### src/rtl/elevator_pkg.sv
// rtl/elevator_pkg.sv - floor codes, state encoding and floor-command table for the elevator scheduler
package elevator_pkg;

    localparam logic [1:0] FLOOR0    = 2'b00;
    localparam logic [1:0] FLOOR1    = 2'b01;
    localparam logic [1:0] FLOOR2    = 2'b10;
    localparam logic [1:0] FLOOR_INV = 2'b11;

    // Command held on {B0,B1} when the car is parked at a floor
    localparam logic [1:0] HOLD_F0 = 2'b00;
    localparam logic [1:0] HOLD_F1 = 2'b01;
    localparam logic [1:0] HOLD_F2 = 2'b10;

    typedef enum logic [2:0] {
        ST_IDLE  = 3'd0,
        ST_OPEN  = 3'd1,
        ST_CLOSE = 3'd2,
        ST_MOVE  = 3'd3,
        ST_FAULT = 3'd4
    } state_e;

    // One-hot mask of a floor code; the invalid code maps to no floor
    function automatic logic [2:0] floor_onehot(input logic [1:0] floor);
        case (floor)
            FLOOR0:  floor_onehot = 3'b001;
            FLOOR1:  floor_onehot = 3'b010;
            FLOOR2:  floor_onehot = 3'b100;
            default: floor_onehot = 3'b000;
        endcase
    endfunction

    // {B0,B1} for the floor FSM: travel codes only while moving toward another floor
    function automatic logic [1:0] cmd_code(input logic [1:0] ea, input logic [1:0] target,
                                            input logic moving);
        if (ea == FLOOR_INV) begin
            cmd_code = 2'b00;
        end else if (moving && (ea != target)) begin
            case ({ea, target})
                {FLOOR0, FLOOR1}: cmd_code = 2'b01;
                {FLOOR0, FLOOR2}: cmd_code = 2'b10;
                {FLOOR1, FLOOR0}: cmd_code = 2'b00;
                {FLOOR1, FLOOR2}: cmd_code = 2'b11;
                {FLOOR2, FLOOR0}: cmd_code = 2'b00;
                {FLOOR2, FLOOR1}: cmd_code = 2'b01;
                default:          cmd_code = 2'b00;
            endcase
        end else begin
            case (ea)
                FLOOR0:  cmd_code = HOLD_F0;
                FLOOR1:  cmd_code = HOLD_F1;
                default: cmd_code = HOLD_F2;
            endcase
        end
    endfunction

endpackage

### src/rtl/elevator_scheduler_scan_select.sv
// rtl/elevator_scheduler_scan_select.sv - SCAN next-floor selector (combinational)
module scan_select
    import elevator_pkg::*;
(
    input  logic [2:0] pending_i,
    input  logic [1:0] ea_i,
    input  logic       dir_up_i,
    output logic [1:0] target_o,
    output logic       new_dir_o,
    output logic       none_ahead_o,
    output logic       here_only_o
);

    logic       has_up;
    logic       has_dn;
    logic [1:0] up_t;
    logic [1:0] dn_t;
    logic       ahead;
    logic       behind;

    // Nearest pending floor above and below the current floor (current floor itself excluded)
    always_comb begin
        has_up = 1'b0;
        up_t   = ea_i;
        for (int i = 2; i >= 0; i--) begin
            if ((i > int'(ea_i)) && pending_i[i]) begin
                has_up = 1'b1;
                up_t   = 2'(i);
            end
        end
        has_dn = 1'b0;
        dn_t   = ea_i;
        for (int i = 0; i < 3; i++) begin
            if ((i < int'(ea_i)) && pending_i[i]) begin
                has_dn = 1'b1;
                dn_t   = 2'(i);
            end
        end
    end

    // Keep direction while anything lies ahead; otherwise reverse toward what lies behind
    always_comb begin
        ahead        = dir_up_i ? has_up : has_dn;
        behind       = dir_up_i ? has_dn : has_up;
        none_ahead_o = ~ahead;
        new_dir_o    = (~ahead && behind) ? ~dir_up_i : dir_up_i;
        if (ahead) begin
            target_o = dir_up_i ? up_t : dn_t;
        end else if (behind) begin
            target_o = dir_up_i ? dn_t : up_t;
        end else begin
            target_o = ea_i;
        end
        here_only_o = (ea_i != FLOOR_INV) && (pending_i == floor_onehot(ea_i));
    end

endmodule

### src/rtl/elevator_scheduler.sv
// rtl/elevator_scheduler.sv - call latch, SCAN scheduling and door sequencing for a three-floor car
module elevator_scheduler
    import elevator_pkg::*;
#(
    parameter int OPEN_CYCLES  = 8,
    parameter int DOOR_CYCLES  = 4,
    parameter int MOVE_TIMEOUT = 8,
    parameter int TW           = 4
) (
    input  logic       clk,
    input  logic       reset,
    input  logic [2:0] call_req,
    input  logic       obstruct,
    input  logic [1:0] EA,
    output logic       P,
    output logic       B0,
    output logic       B1,
    output logic [2:0] pending,
    output logic       door_open,
    output logic       dir_up,
    output logic       fault
);

    state_e        state_q, state_d;
    logic [TW-1:0] timer_q, timer_d;
    logic [1:0]    target_q, target_d;
    logic          dir_up_q, dir_up_d;
    logic          p_q, p_d;
    logic          fault_q, fault_d;
    logic [2:0]    pending_q, pending_d;

    logic          ea_valid;
    logic [2:0]    ea_mask;
    logic          call_here;
    logic          enter_open;
    logic [2:0]    set_mask;

    logic [1:0]    sel_target;
    logic          sel_new_dir;
    logic          sel_none_ahead;
    logic          sel_here_only;

    scan_select u_scan_select (
        .pending_i    (pending_q),
        .ea_i         (EA),
        .dir_up_i     (dir_up_q),
        .target_o     (sel_target),
        .new_dir_o    (sel_new_dir),
        .none_ahead_o (sel_none_ahead),
        .here_only_o  (sel_here_only)
    );

    assign ea_valid  = (EA != FLOOR_INV);
    assign ea_mask   = floor_onehot(EA);
    assign call_here = ea_valid && (|(call_req & ea_mask));

    // Next state, door/move timer, target and direction
    always_comb begin
        state_d  = state_q;
        timer_d  = timer_q;
        target_d = target_q;
        dir_up_d = dir_up_q;
        if ((state_q != ST_FAULT) && !ea_valid) begin
            state_d = ST_FAULT;
        end else begin
            case (state_q)
                ST_IDLE: begin
                    if (call_here) begin
                        state_d = ST_OPEN;
                        timer_d = '0;
                    end else if (|pending_q) begin
                        state_d = ST_CLOSE;
                        timer_d = '0;
                    end
                end
                ST_OPEN: begin
                    if (call_here) begin
                        timer_d = '0;
                    end else if (timer_q == TW'(OPEN_CYCLES - 1)) begin
                        state_d = (|pending_q) ? ST_CLOSE : ST_IDLE;
                        timer_d = '0;
                    end else begin
                        timer_d = timer_q + TW'(1);
                    end
                end
                ST_CLOSE: begin
                    if (obstruct || call_here) begin
                        state_d = ST_OPEN;
                        timer_d = '0;
                    end else if (timer_q == TW'(DOOR_CYCLES - 1)) begin
                        timer_d = '0;
                        if (pending_q == 3'b000) begin
                            state_d = ST_IDLE;
                        end else if (sel_here_only) begin
                            state_d = ST_OPEN;
                        end else begin
                            state_d  = ST_MOVE;
                            target_d = sel_target;
                            dir_up_d = sel_none_ahead ? sel_new_dir : dir_up_q;
                        end
                    end else begin
                        timer_d = timer_q + TW'(1);
                    end
                end
                ST_MOVE: begin
                    if (EA == target_q) begin
                        state_d = ST_OPEN;
                        timer_d = '0;
                    end else if (timer_q == TW'(MOVE_TIMEOUT - 1)) begin
                        state_d = ST_FAULT;
                    end else begin
                        timer_d = timer_q + TW'(1);
                    end
                end
                ST_FAULT: begin
                    state_d = ST_FAULT;
                end
                default: begin
                    state_d = ST_FAULT;
                end
            endcase
        end
    end

    // Call latch: calls at the open floor are absorbed, arrival clears (clear beats set), frozen in FAULT
    always_comb begin
        p_d        = (state_d == ST_MOVE);
        fault_d    = fault_q | (state_d == ST_FAULT);
        enter_open = (state_d == ST_OPEN) && (state_q != ST_OPEN);
        set_mask   = call_req;
        if ((state_q == ST_IDLE) || (state_q == ST_OPEN)) begin
            set_mask = call_req & ~ea_mask;
        end
        if ((state_q == ST_FAULT) || (state_d == ST_FAULT)) begin
            pending_d = pending_q;
        end else begin
            pending_d = (pending_q | set_mask) & ~(enter_open ? ea_mask : 3'b000);
        end
    end

    // Scheduler FSM state and registered outputs
    always_ff @(posedge clk or negedge reset) begin
        if (!reset) begin
            state_q   <= ST_IDLE;
            timer_q   <= '0;
            target_q  <= FLOOR0;
            dir_up_q  <= 1'b1;
            p_q       <= 1'b0;
            fault_q   <= 1'b0;
            pending_q <= 3'b000;
        end else begin
            state_q   <= state_d;
            timer_q   <= timer_d;
            target_q  <= target_d;
            dir_up_q  <= dir_up_d;
            p_q       <= p_d;
            fault_q   <= fault_d;
            pending_q <= pending_d;
        end
    end

    assign {B0, B1}  = cmd_code(EA, target_q, state_q == ST_MOVE);
    assign P         = p_q;
    assign pending   = pending_q;
    assign door_open = (state_q == ST_IDLE) || (state_q == ST_OPEN);
    assign dir_up    = dir_up_q;
    assign fault     = fault_q;

endmodule
### config.mk
export PLATFORM = sky130hd
export DESIGN_NAME = elevator_scheduler
export DESIGN_NICKNAME = d
export VERILOG_FILES = /design/src/rtl/elevator_pkg.sv /design/src/rtl/elevator_scheduler_scan_select.sv /design/src/rtl/elevator_scheduler.sv
export SDC_FILE = /design/constraint.sdc
export NUM_CORES = 1
export LEC_CHECK = 0
export BUFFER_PORTS_ARGS = -buffer_cell sky130_fd_sc_hd__buf_2
export CAP_MARGIN = 20
export CORE_MARGIN = 1.5
export CORE_UTILIZATION = 56
export CTS_CLUSTER_SIZE = 10
export DETAILED_ROUTE_END_ITERATION = 16
export MAX_ROUTING_LAYER = met4
export PLACE_DENSITY = 0.75
export SLEW_MARGIN = 20
export SYNTH_ARGS = -nofsm -noshare
export SYNTH_HDL_FRONTEND = slang
export SYNTH_HIERARCHICAL = 1
export SYNTH_SLANG_ARGS = --single-unit
### constraint.sdc
create_clock -name clk -period 2.3 [get_ports clk]
set_input_delay 0.46 -clock clk [delete_from_list [all_inputs] [get_ports clk]]
set_output_delay 0.46 -clock clk [all_outputs]
set_load 0.01 [all_outputs]
==> flow_metrics.tcl <==
set metrics [dict create \
    synth_cell_type_count 53 \
    irDropWorstVdd_mv 0.415 \
    grt_setup_unrepaired "false" \
    required_ns 1.84 \
    antenna_found_initial 0 \
    clk_path_buf_depth 2 \
    fin_nets 168 \
    final-instance-count-excl-fill 184 \
    routed_wl_mm 2.76 \
    grt_pass1_vias 1044 \
    hpwl_mm 2.02 \
    crit_arrival_ns 1.75 \
    period_needed_ns 2.21 \
    slowest_stage "dfrtp_1" \
    crit_top_cell "nor2_1" \
    tightest_slew_ns 0.436 \
    worst-r2r-cell-count 5 \
    ys_seq_area_frac 0.314 \
    grt-ovfl-total 0 \
    setup_slack_ns 0.0859 \
    ff2ff_setup_slack_ns 0.26 \
    antenna_cells 0 \
    path_clk_slew_ns 0.09 \
    drv_slew 0 \
    critPathCaptureType "output port" \
    dieArea_um2 2430 \
    tns_ns 0 \
    drt_iter0_drc 32 \
    insertion_delay_ns 0.29 \
    track_usage 0.252 \
    synthTopCellsByCount "dfrtp_1 (14), nor2_1 (12), nand2_1 (9), a31oi_1 (8), a21oi_1 (7)" \
    drcViolationCount 0 \
    clock_sinks 15 \
    synth_area_leaders "dfrtp_1 (29%), a31oi_1 (4.2%), nor2_1 (3.8%)" \
    fp.dieW_um 49.3 \
    leakage_uw 0.000539 \
    setup_viol 0 \
    powerDensity_nw_per_um2 465 \
    start_util 0.606 \
    tritoncts "done" \
    synth_top_area_cell "dfrtp_1" \
    relSlewSlack 0.709 \
    syn-num-nets 149 \
    dp_cells 179 \
    crit_type "flop to output port" \
    syn_avg_cell_area_um2 8.64 \
    synth-seq-cells 15 \
    drive_gt1_frac 0.274 \
    hold_violations 0 \
    pin_count 17 \
    syn_to_final_growth_pct 11.4 \
    vias 1110 \
    grt_max_degree 20 \
    synth_edf_count 0 \
    fp.dieH_um 49.3 \
    timing.final.crit_share 0.963 \
    synth_async_sr_flop_share 1.00 \
    wire_per_inst_um 15.0 \
    fin_worst_skew_ns 0.000373 \
    portBuffers 16 \
    syn_inst 139 \
    crit_chain "inv_2 -> or3_4 -> nor2_1 -> nor2_1 -> o32ai_2 -> buf_2" \
    setup.worst_path.start_class "flop" \
    synth_top_area_share 0.292 \
    status "finished clean" \
    grtUsageMet1 0.313 \
    clockRootBuffer "clkbuf_4" \
    met3_usage 0.0215 \
    core_area_um2 1980 \
    crit_fanout 6 \
    hold_path.class "primary input to async pin" \
    place_ws_ns 0.0505 \
    firstDrtPassIters 4 \
    rows 16 \
    grtUsageMet2 0.414 \
    synth_top_flop_cell "dfrtp_1" \
    vias_per_cell 6.03 \
    max_stage_delay_ns 0.44 \
    power_uw 622 \
    yosysMostFrequentCell "dfrtp_1" \
    max_freq_ghz 0.452 \
    maxCapViolations 0 \
    grt_pass1_wl_mm 4.57 \
    gp_congestion 0.946 \
    cts_buffers 3 \
    yosysWarnings 6 \
    gr-max-usage-layer "met2" \
    h-tree-depth 1 \
    netlist_area_um2 1200 \
    antenna_left 0 \
]
[worst paths after layout]
| kind | endpoint | from |
|---|---|---|
| setup / recovery | B1 | state_q[0] |
| hold / removal | fault | reset |
| setup reg to reg | target_q[1] | pending[2] |
| hold reg to reg | fault | fault |
| max in group asynchronous | dir_up | reset |
| min in group clk | fault | fault |
[state kept, by name, indices dropped and copies added, names as in the netlist]
register,flops
state_q,3
timer_q,4
dir_up,1
P,1
pending,3
target_q,2
fault,1
[report_power, final]
| part | internal [µW] | total (µW) | leakage, µW | switching (µW) |
|---|---|---|---|---|
| Combinational | 69.5 | 154 | 0.000344 | 84.8 |
| Clock | 67.7 | 156 | 0.0000150 | 87.9 |
| Sequential | 278 | 312 | 0.000180 | 33.3 |
| Total | 416 | 622 | 0.000539 | 206 |
[what timing repair did]
item	in CTS	in global routing
setup buffers	1	0
endpoints found under the setup margin	1	1
resized for setup	0	3
hold buffers	0	0
[area by class of cell]
cell class | count | area [µm²]
Timing Repair Buffer | 19 | 103
Tap cell | 27 | 33.8
Inverter | 7 | 26.3
Multi-Input combinational cell | 112 | 772
Fill cell | 173 | 644
Clock buffer | 4 | 26.3
Sequential cell | 15 | 377
[critical path: cells and delay by family (launching register included)]
| kind | cells | cell delay (ns) |
|---|---|---|
| compound gates | 1 | 0.21 |
| buf+inv | 2 | 0.25 |
| flops | 1 | 0.44 |
| simple gates | 3 | 0.54 |
[metrics by stage]
step | util | instance area [µm²] | hold slack (ns)
finish | 0.675 | 1340 | 0.0619
global route | 0.675 | 1340 | 0.0886
CTS | 0.669 | 1330 | 0.0632
detailed placement | 0.652 | 1290 | 0.385
global placement | 0.652 | 1290 | 0.378
floorplan | - | 1200 | 0.164
[cells by family (layout without fill, tap and decap cells)]
logic type,Yosys count,in the layout,synth area share
and+or+nand+nor,58,58,0.294
AOI/OAI and AO/OA,46,46,0.262
DFF,15,15,0.314
buffers and inverters,12,30,0.0542
xor gates and xnor gates,3,3,0.0219
muxes,3,3,0.0333
adders and majority gates,2,2,0.0208
[routing by layer]
layer  vias to the layer above  wire (µm)
met2                        34       1330
met3                         7        138
met4                         0         60
met1                       519       1230
li1                        550          -
met5                         -          0
[layout by cell type, fill, tap and decap left out, types with 3 or more instances in the layout]
cell and n:
dfrtp_1 14, a21oi_1 7, nor2b_1 6, nand3b_1 4
nand2b_1 3, nor3_1 4, nor2_1 12, a31oi_1 8
clkbuf_4 3, o21ai_0 5, xor2_1 3, o21ai_1 6
nand2_1 9, nand3_1 3, buf_2 16, buf_4 3
inv_1 5
Power figures use the tool's default switching activity.
